File: src/rtl/sprite_compositor_if.sv
// State bus between the game core / VGA timing (master) and the sprite compositor (slave).
// Sprite records and the timing stream have no handshake: the compositor samples them every clock.
interface sprite_compositor_if;
  logic       frame_tick;
  logic       video_active;
  logic [9:0] hpos;
  logic [9:0] vpos;
  logic [9:0] posx0, posx1, posx2, posx3;
  logic [8:0] posy0, posy1, posy2, posy3;
  logic [2:0] color_idx0, color_idx1, color_idx2, color_idx3;
  logic [1:0] power_state0, power_state1, power_state2, power_state3;
  logic [5:0] rgb;
  logic       pix_valid;
  logic [3:0] sprite_hit;
  logic       collide;
  logic [4:0] frame_cnt;

  modport master (
    output frame_tick, video_active, hpos, vpos,
    output posx0, posx1, posx2, posx3, posy0, posy1, posy2, posy3,
    output color_idx0, color_idx1, color_idx2, color_idx3,
    output power_state0, power_state1, power_state2, power_state3,
    input  rgb, pix_valid, sprite_hit, collide, frame_cnt
  );

  modport slave (
    input  frame_tick, video_active, hpos, vpos,
    input  posx0, posx1, posx2, posx3, posy0, posy1, posy2, posy3,
    input  color_idx0, color_idx1, color_idx2, color_idx3,
    input  power_state0, power_state1, power_state2, power_state3,
    output rgb, pix_valid, sprite_hit, collide, frame_cnt
  );
endinterface

File: src/rtl/sprite_compositor.sv
// Per-frame sprite snapshot plus a 2-stage pixel pipeline: stage 1 box/edge tests,
// stage 2 priority, palette and power-state effects. Also tracks per-frame sprite overlap.
module sprite_compositor #(
  parameter int         SCREEN_W = 640,
  parameter int         SCREEN_H = 480,
  parameter int         BOX_W    = 48,
  parameter int         BOX_H    = 32,
  parameter logic [5:0] BG_RGB   = 6'b000001
) (
  input logic             clk,
  input logic             rst_n,
  sprite_compositor_if.slave bus
);

  logic [9:0] posx_in [4];
  logic [8:0] posy_in [4];
  logic [2:0] col_in  [4];
  logic [1:0] ps_in   [4];

  assign posx_in[0] = bus.posx0;        assign posx_in[1] = bus.posx1;
  assign posx_in[2] = bus.posx2;        assign posx_in[3] = bus.posx3;
  assign posy_in[0] = bus.posy0;        assign posy_in[1] = bus.posy1;
  assign posy_in[2] = bus.posy2;        assign posy_in[3] = bus.posy3;
  assign col_in[0]  = bus.color_idx0;   assign col_in[1]  = bus.color_idx1;
  assign col_in[2]  = bus.color_idx2;   assign col_in[3]  = bus.color_idx3;
  assign ps_in[0]   = bus.power_state0; assign ps_in[1]   = bus.power_state1;
  assign ps_in[2]   = bus.power_state2; assign ps_in[3]   = bus.power_state3;

  logic [9:0] sx_q  [4];
  logic [8:0] sy_q  [4];
  logic [2:0] col_q [4];
  logic [1:0] ps_q  [4];
  logic [4:0] frame_cnt_q;
  logic       collide_q, collide_acc_q;
  logic [3:0] inside_d, edge_d, inside_q, edge_q;
  logic       active_q;
  logic [5:0] rgb_d, rgb_q;
  logic       pix_valid_q;
  logic [3:0] hit_q;

  // Box bounds are widened to 11 bits so a sprite near the right/bottom edge clips instead of wrapping.
  logic [10:0] h11, v11;
  logic [10:0] x_lo [4], x_end [4], y_lo [4], y_end [4];
  assign h11 = {1'b0, bus.hpos};
  assign v11 = {1'b0, bus.vpos};

  always_comb begin
    inside_d = '0;
    edge_d   = '0;
    for (int i = 0; i < 4; i++) begin
      x_lo[i]     = {1'b0, sx_q[i]};
      x_end[i]    = x_lo[i] + 11'(BOX_W);
      y_lo[i]     = {2'b00, sy_q[i]};
      y_end[i]    = y_lo[i] + 11'(BOX_H);
      inside_d[i] = (col_q[i] != 3'd0) && bus.video_active &&
                    (h11 < 11'(SCREEN_W)) && (v11 < 11'(SCREEN_H)) &&
                    (h11 >= x_lo[i]) && (h11 < x_end[i]) &&
                    (v11 >= y_lo[i]) && (v11 < y_end[i]);
      edge_d[i]   = inside_d[i] &&
                    ((h11 == x_lo[i]) || (h11 == x_end[i] - 11'd1) ||
                     (v11 == y_lo[i]) || (v11 == y_end[i] - 11'd1));
    end
  end

  function automatic logic [5:0] palette(input logic [2:0] idx);
    case (idx)
      3'd1:    palette = 6'b110000;
      3'd2:    palette = 6'b001100;
      3'd3:    palette = 6'b000011;
      3'd4:    palette = 6'b111100;
      3'd5:    palette = 6'b110011;
      3'd6:    palette = 6'b001111;
      3'd7:    palette = 6'b111111;
      default: palette = 6'b000000;
    endcase
  endfunction

  logic [1:0] win;
  logic [5:0] base;
  logic       multi;

  // Lowest sprite index has the highest priority.
  always_comb begin
    win = 2'd3;
    if (inside_q[2]) win = 2'd2;
    if (inside_q[1]) win = 2'd1;
    if (inside_q[0]) win = 2'd0;
    base  = palette(col_q[win]);
    rgb_d = 6'd0;
    if (active_q) begin
      rgb_d = BG_RGB;
      if (inside_q != 4'd0) begin
        rgb_d = base;
        case (ps_q[win])
          2'd1:    if (edge_q[win]) rgb_d = 6'b111111;
          2'd2:    if (edge_q[win] && frame_cnt_q[3]) rgb_d = 6'b111111;
          2'd3:    if (frame_cnt_q[2]) rgb_d = ~base;
          default: rgb_d = base;
        endcase
      end
    end
  end

  // Two or more bits set <=> clearing the lowest set bit leaves something behind.
  assign multi = |(inside_q & (inside_q - 4'd1));

  always_ff @(posedge clk or negedge rst_n) begin
    if (!rst_n) begin
      for (int i = 0; i < 4; i++) begin
        sx_q[i]  <= '0;
        sy_q[i]  <= '0;
        col_q[i] <= '0;
        ps_q[i]  <= '0;
      end
      frame_cnt_q   <= '0;
      collide_q     <= 1'b0;
      collide_acc_q <= 1'b0;
      inside_q      <= '0;
      edge_q        <= '0;
      active_q      <= 1'b0;
      rgb_q         <= '0;
      pix_valid_q   <= 1'b0;
      hit_q         <= '0;
    end else begin
      if (bus.frame_tick) begin
        for (int i = 0; i < 4; i++) begin
          sx_q[i]  <= posx_in[i];
          sy_q[i]  <= posy_in[i];
          col_q[i] <= col_in[i];
          ps_q[i]  <= ps_in[i];
        end
        frame_cnt_q   <= frame_cnt_q + 5'd1;
        collide_q     <= collide_acc_q;
        collide_acc_q <= 1'b0;
      end else if (multi) begin
        collide_acc_q <= 1'b1;
      end
      inside_q    <= inside_d;
      edge_q      <= edge_d;
      active_q    <= bus.video_active;
      rgb_q       <= rgb_d;
      pix_valid_q <= active_q;
      hit_q       <= inside_q;
    end
  end

  assign bus.rgb        = rgb_q;
  assign bus.pix_valid  = pix_valid_q;
  assign bus.sprite_hit = hit_q;
  assign bus.collide    = collide_q;
  assign bus.frame_cnt  = frame_cnt_q;

endmodule

File: src/flat_wrapper.sv
// flat-port wrapper written by rule: the top's interface ports become plain ports
module sprite_compositor_flat 
#(
  parameter int         SCREEN_W = 640,
  parameter int         SCREEN_H = 480,
  parameter int         BOX_W    = 48,
  parameter int         BOX_H    = 32,
  parameter logic [5:0] BG_RGB   = 6'b000001
)
  (clk, rst_n, bus_frame_tick, bus_video_active, bus_hpos, bus_vpos, bus_posx0, bus_posx1, bus_posx2, bus_posx3, bus_posy0, bus_posy1, bus_posy2, bus_posy3, bus_color_idx0, bus_color_idx1, bus_color_idx2, bus_color_idx3, bus_power_state0, bus_power_state1, bus_power_state2, bus_power_state3, bus_rgb, bus_pix_valid, bus_sprite_hit, bus_collide, bus_frame_cnt);
  sprite_compositor_if bus_i ();
  input logic clk;
  input logic rst_n;
  input wire logic [$bits(bus_i.frame_tick)-1:0] bus_frame_tick;
  input wire logic [$bits(bus_i.video_active)-1:0] bus_video_active;
  input wire logic [$bits(bus_i.hpos)-1:0] bus_hpos;
  input wire logic [$bits(bus_i.vpos)-1:0] bus_vpos;
  input wire logic [$bits(bus_i.posx0)-1:0] bus_posx0;
  input wire logic [$bits(bus_i.posx1)-1:0] bus_posx1;
  input wire logic [$bits(bus_i.posx2)-1:0] bus_posx2;
  input wire logic [$bits(bus_i.posx3)-1:0] bus_posx3;
  input wire logic [$bits(bus_i.posy0)-1:0] bus_posy0;
  input wire logic [$bits(bus_i.posy1)-1:0] bus_posy1;
  input wire logic [$bits(bus_i.posy2)-1:0] bus_posy2;
  input wire logic [$bits(bus_i.posy3)-1:0] bus_posy3;
  input wire logic [$bits(bus_i.color_idx0)-1:0] bus_color_idx0;
  input wire logic [$bits(bus_i.color_idx1)-1:0] bus_color_idx1;
  input wire logic [$bits(bus_i.color_idx2)-1:0] bus_color_idx2;
  input wire logic [$bits(bus_i.color_idx3)-1:0] bus_color_idx3;
  input wire logic [$bits(bus_i.power_state0)-1:0] bus_power_state0;
  input wire logic [$bits(bus_i.power_state1)-1:0] bus_power_state1;
  input wire logic [$bits(bus_i.power_state2)-1:0] bus_power_state2;
  input wire logic [$bits(bus_i.power_state3)-1:0] bus_power_state3;
  output wire logic [$bits(bus_i.rgb)-1:0] bus_rgb;
  output wire logic [$bits(bus_i.pix_valid)-1:0] bus_pix_valid;
  output wire logic [$bits(bus_i.sprite_hit)-1:0] bus_sprite_hit;
  output wire logic [$bits(bus_i.collide)-1:0] bus_collide;
  output wire logic [$bits(bus_i.frame_cnt)-1:0] bus_frame_cnt;
  assign bus_i.frame_tick = bus_frame_tick;
  assign bus_i.video_active = bus_video_active;
  assign bus_i.hpos = bus_hpos;
  assign bus_i.vpos = bus_vpos;
  assign bus_i.posx0 = bus_posx0;
  assign bus_i.posx1 = bus_posx1;
  assign bus_i.posx2 = bus_posx2;
  assign bus_i.posx3 = bus_posx3;
  assign bus_i.posy0 = bus_posy0;
  assign bus_i.posy1 = bus_posy1;
  assign bus_i.posy2 = bus_posy2;
  assign bus_i.posy3 = bus_posy3;
  assign bus_i.color_idx0 = bus_color_idx0;
  assign bus_i.color_idx1 = bus_color_idx1;
  assign bus_i.color_idx2 = bus_color_idx2;
  assign bus_i.color_idx3 = bus_color_idx3;
  assign bus_i.power_state0 = bus_power_state0;
  assign bus_i.power_state1 = bus_power_state1;
  assign bus_i.power_state2 = bus_power_state2;
  assign bus_i.power_state3 = bus_power_state3;
  assign bus_rgb = bus_i.rgb;
  assign bus_pix_valid = bus_i.pix_valid;
  assign bus_sprite_hit = bus_i.sprite_hit;
  assign bus_collide = bus_i.collide;
  assign bus_frame_cnt = bus_i.frame_cnt;
  sprite_compositor #(.SCREEN_W(SCREEN_W), .SCREEN_H(SCREEN_H), .BOX_W(BOX_W), .BOX_H(BOX_H), .BG_RGB(BG_RGB)) u_core (.clk(clk), .rst_n(rst_n), .bus(bus_i));
endmodule
File: config.mk
export PLATFORM = sky130hd
export DESIGN_NAME = sprite_compositor_flat
export DESIGN_NICKNAME = d
export VERILOG_FILES = /design/src/rtl/sprite_compositor_if.sv /design/src/rtl/sprite_compositor.sv /design/src/flat_wrapper.sv
export SDC_FILE = /design/constraint.sdc
export NUM_CORES = 1
export LEC_CHECK = 0
export BUFFER_PORTS_ARGS = -buffer_cell sky130_fd_sc_hd__buf_2
export CAP_MARGIN = 40
export CORE_ASPECT_RATIO = 0.75
export CORE_MARGIN = 8
export CORE_UTILIZATION = 36
export CTS_CLUSTER_SIZE = 40
export DETAILED_ROUTE_END_ITERATION = 10
export RECOVER_POWER = 25
export SYNTH_ARGS = -nofsm -noshare
export SYNTH_HDL_FRONTEND = slang
export SYNTH_SLANG_ARGS = --single-unit
File: constraint.sdc
create_clock -name clk -period 3.3 [get_ports clk]
set_input_delay 0.495 -clock clk [delete_from_list [all_inputs] [get_ports clk]]
set_output_delay 0.495 -clock clk [all_outputs]
set_load 0.02 [all_outputs]
==> impl_metrics.yaml <==
outcome:
  status: "finished, final reports clean"
synthesis:
  synthFlopType: "dfrtp_1"
  synthArstFlopShare_pct: 100
  synth_area_per_cell_um2: 8.65
  synth_fp_nets: 1487
  yosys_warnings: 0
  synthCells: 1222
  netlist_area_um2: 10600
  synth_seq_cells: 121
  yosysSeqAreaShare_pct: 28.6
  synthDistinctLibCells: 71
  synth_edf_count: 0
final_layout:
  area_growth_pct: 15.9
  layoutNonFillerInstCount: 1746
  layout-drive-gt1-share_pct: 16.2
  diodes: 0
  final_util_pct: 42.3
  nNetsFinal: 1606
die:
  coreArea_um2: 29000
  die_height_um: 164
  initial_core_util_pct: 36.5
  die_x_um: 214
  rows: 54
  dieArea_um2: 35200
  io_pins: 137
power:
  seq_power_share_pct: 34.0
  ir_drop_uv: 207
  leakagePower_nw: 5.53
  sw_frac_of_total_pct: 34.7
  p_int_w: 0.00348
  p_sw_w: 0.00185
  comb_power_share_pct: 30.9
  cellPowerDensity_nw_per_um2: 434
  power.share.clock_pct: 35.1
  finalPower_w: 0.00533
clock_tree:
  root_buffer: "clkbuf_16"
  clock_latency_ps: 430
  htree_levels: 4
  cts_setup_buffers: 0
  cts_tree: "yes"
  ctsResizeCount: 0
  clk_path_buf_depth: 2
  clkSinkCount: 121
  clk_pin_slew_ps: 60
  cts_hold_buf: 0
  cts_made_buffers: 17
global_route:
  grt-busiest-layer: "met2"
  use_met1_pct: 24.9
  grt_util_met2_pct: 27.3
  grt_antenna_before_repair: 0
  grt_pass1_vias: 9250
  grt_usage_pct: 17.6
  met3_usage_pct: 3.68
  grt_pass1_wl_mm: 49.9
  grt-ovfl-total: 0
  grt_start_max_net_pins: 70
timing:
  hold-worst-slack_ps: 260
  final_hold_viol_count: 0
  worst_pin_slew_ps: 1440
  fmax_ghz: 0.351
  rsz0062_at_grt: "no"
  skew_ps: 11.6
  setup_viol_count_final: 0
  setup_tns_ps: 0
  post-route-min-period_ps: 2850
  min_period_over_period_pct: 86.3
  slew_violations: 0
  maxSlewHeadroom_pct: 4.28
setup_path:
  worstSetupPathType: "reg -> reg"
  worst_setup_path_end_kind: "register"
  arrival_ps: 3140
  cp.required_ps: 3600
  path_max_fanout: 7
  start_kind: "register"
route:
  wl_per_cell_um: 17.7
  first_iter_violations: 494
  antenna_left: 0
  viasPerCell: 5.22
  drc_errors: 0
  num_vias: 9122
  wl_mm: 31.0
  dr.pass1.iters: 5
placement:
  place.gp.congestion: 0.847
  dp_hpwl_mm: 24.0
  dp.cells: 1714
  io_buffers: 136
min_path:
  hp-class: "in -> reg"
flow_run:
  maxCapViolCount: 0
## synth_stat cells, types with 5 or more instances
cell type | instances | area [um2]
a2111oi_0 | 7 | 61.3
a211oi_1 | 7 | 52.6
a21boi_0 | 6 | 45.0
a21o_1 | 12 | 90.1
a21oi_1 | 41 | 205
a31oi_1 | 9 | 56.3
and3_1 | 9 | 56.3
and3b_1 | 5 | 43.8
clkbuf_1 | 39 | 146
dfrtp_1 | 121 | 3030
ha_1 | 145 | 1810
inv_1 | 106 | 398
mux2_2 | 29 | 327
mux2i_1 | 19 | 190
nand2_1 | 129 | 484
nand2b_1 | 8 | 50.1
nand3_1 | 32 | 160
nand3b_1 | 7 | 52.6
nand4_1 | 26 | 163
nor2_1 | 34 | 128
nor2b_1 | 20 | 125
nor3_1 | 28 | 140
nor3b_1 | 8 | 60.1
nor4_1 | 11 | 68.8
o2111ai_1 | 5 | 43.8
o211ai_1 | 17 | 128
o21a_1 | 11 | 82.6
o21ai_0 | 129 | 646
or3_1 | 7 | 43.8
xnor2_1 | 96 | 841
xor2_1 | 19 | 166
## sequential cells by signal, summed over array words and instances, names as in the netlist
register and count:
u_core.ps_q 8, u_core.active_q 1, u_core.bus.rgb 4, u_core.inside_q 4, u_core.edge_q 4, u_core.sy_q 36
u_core.bus.sprite_hit 4, u_core.bus.frame_cnt 5, u_core.collide_acc_q 1, u_core.sx_q 40, u_core.col_q 12, u_core.bus.pix_valid 1
u_core.bus.collide 1
## cell families after synthesis
| family | Yosys count | share of synthesized area, % |
|---|---|---|
| AND/OR/NAND/NOR | 351 | 17.0 |
| AO/OA/AOI/OAI | 285 | 16.8 |
| buffers and inverters | 154 | 5.63 |
| adder cells (fa/ha/maj) | 147 | 17.3 |
| flip-flops | 121 | 28.6 |
| XOR/XNOR | 116 | 9.68 |
| multiplexers | 48 | 4.89 |
## worst max-delay path, stage by stage (launching register included)
cell and delay [ps]:
dfrtp_1 470, inv_1 120, ha_1 230, xor2_1 340, ha_1 330, a211oi_1 320, nand2b_1 90, o21ai_0 160
a21oi_1 90, o21ba_2 210, a2111oi_0 350
## layout make-up
cell class	count	area [um2]
inverter	107	402
clock inverter	14	148
fill	2888	16700
multi-input combinational	947	6950
timing repair buffer	147	798
tap	392	490
clock buffer	18	439
sequential	121	3030
## placed cells by master, fill, tap and decap left out, types with 6 or more instances in the layout
cell type / netlist / layout
o21a_1: 11 / 11
a21oi_1: 41 / 41
nand2_1: 129 / 129
inv_1: 106 / 106
or3_1: 7 / 7
a211oi_1: 7 / 7
xor2_1: 19 / 19
clkbuf_16: 0 / 17
nor4_1: 11 / 11
o21ai_0: 129 / 129
nand3_1: 32 / 32
buf_4: 3 / 8
ha_1: 145 / 145
a21o_1: 12 / 12
xnor2_1: 96 / 96
nor2b_1: 20 / 20
dfrtp_1: 121 / 121
mux2i_1: 19 / 19
a31oi_1: 9 / 9
nand4_1: 26 / 26
a2111oi_0: 7 / 7
nand2b_1: 8 / 8
mux2_2: 29 / 29
a21boi_0: 6 / 6
and3_1: 9 / 9
nor2_1: 34 / 34
buf_2: 2 / 133
nor3b_1: 8 / 8
nor3_1: 28 / 28
o211ai_1: 17 / 17
nand3b_1: 7 / 7
## worst paths after layout
kind	depth (start not counted)	from	slack (ps)	end
max	10	u_core.sx_q[4]	450	u_core.edge_q[3]
min	1	bus_video_active	260	u_core.active_q
max reg2reg	10	u_core.sx_q[4]	450	u_core.edge_q[3]
min reg2reg	0	u_core.inside_q[3]	410	u_core.bus.sprite_hit[3]
max in group asynchronous	3	rst_n	1760	u_core.sx_q[33]
min in group asynchronous	1	rst_n	400	u_core.bus.collide
## metal layers
metal | share of wire (%) | wire length (um) | vias to the layer above
li1 | - | - | 4593
met1 | 52 | 16000 | 4315
met2 | 43 | 13300 | 188
met3 | 4.3 | 1340 | 26
met4 | 1.2 | 363 | 0
met5 | 0 | 0 | -
## per-stage QoR
step / cell area (um2) / worst slack (ps)
after floorplan: 10600 / 869
after global placement: 11700 / 630
after detailed placement: 11700 / 457
after CTS: 12300 / 506
after global routing: 12300 / 264
final: 12300 / 453
## power groups by stage
| stage | clock, W | combinational (W) | sequential, W |
|---|---|---|---|
| 6_report | 0.00187 | 0.00164 | 0.00181 |
| 5_1_grt | 0.00198 | 0.00186 | 0.00184 |
| 4_1_cts | 0.00192 | 0.00164 | 0.00181 |
| 3_5_place_dp | 0 | 0.00163 | 0.00183 |
| 3_3_place_gp | 0 | 0.00160 | 0.00183 |
| 2_1_floorplan | 0 | 0.00112 | 0.00182 |
(Power assumes the default switching activity.)
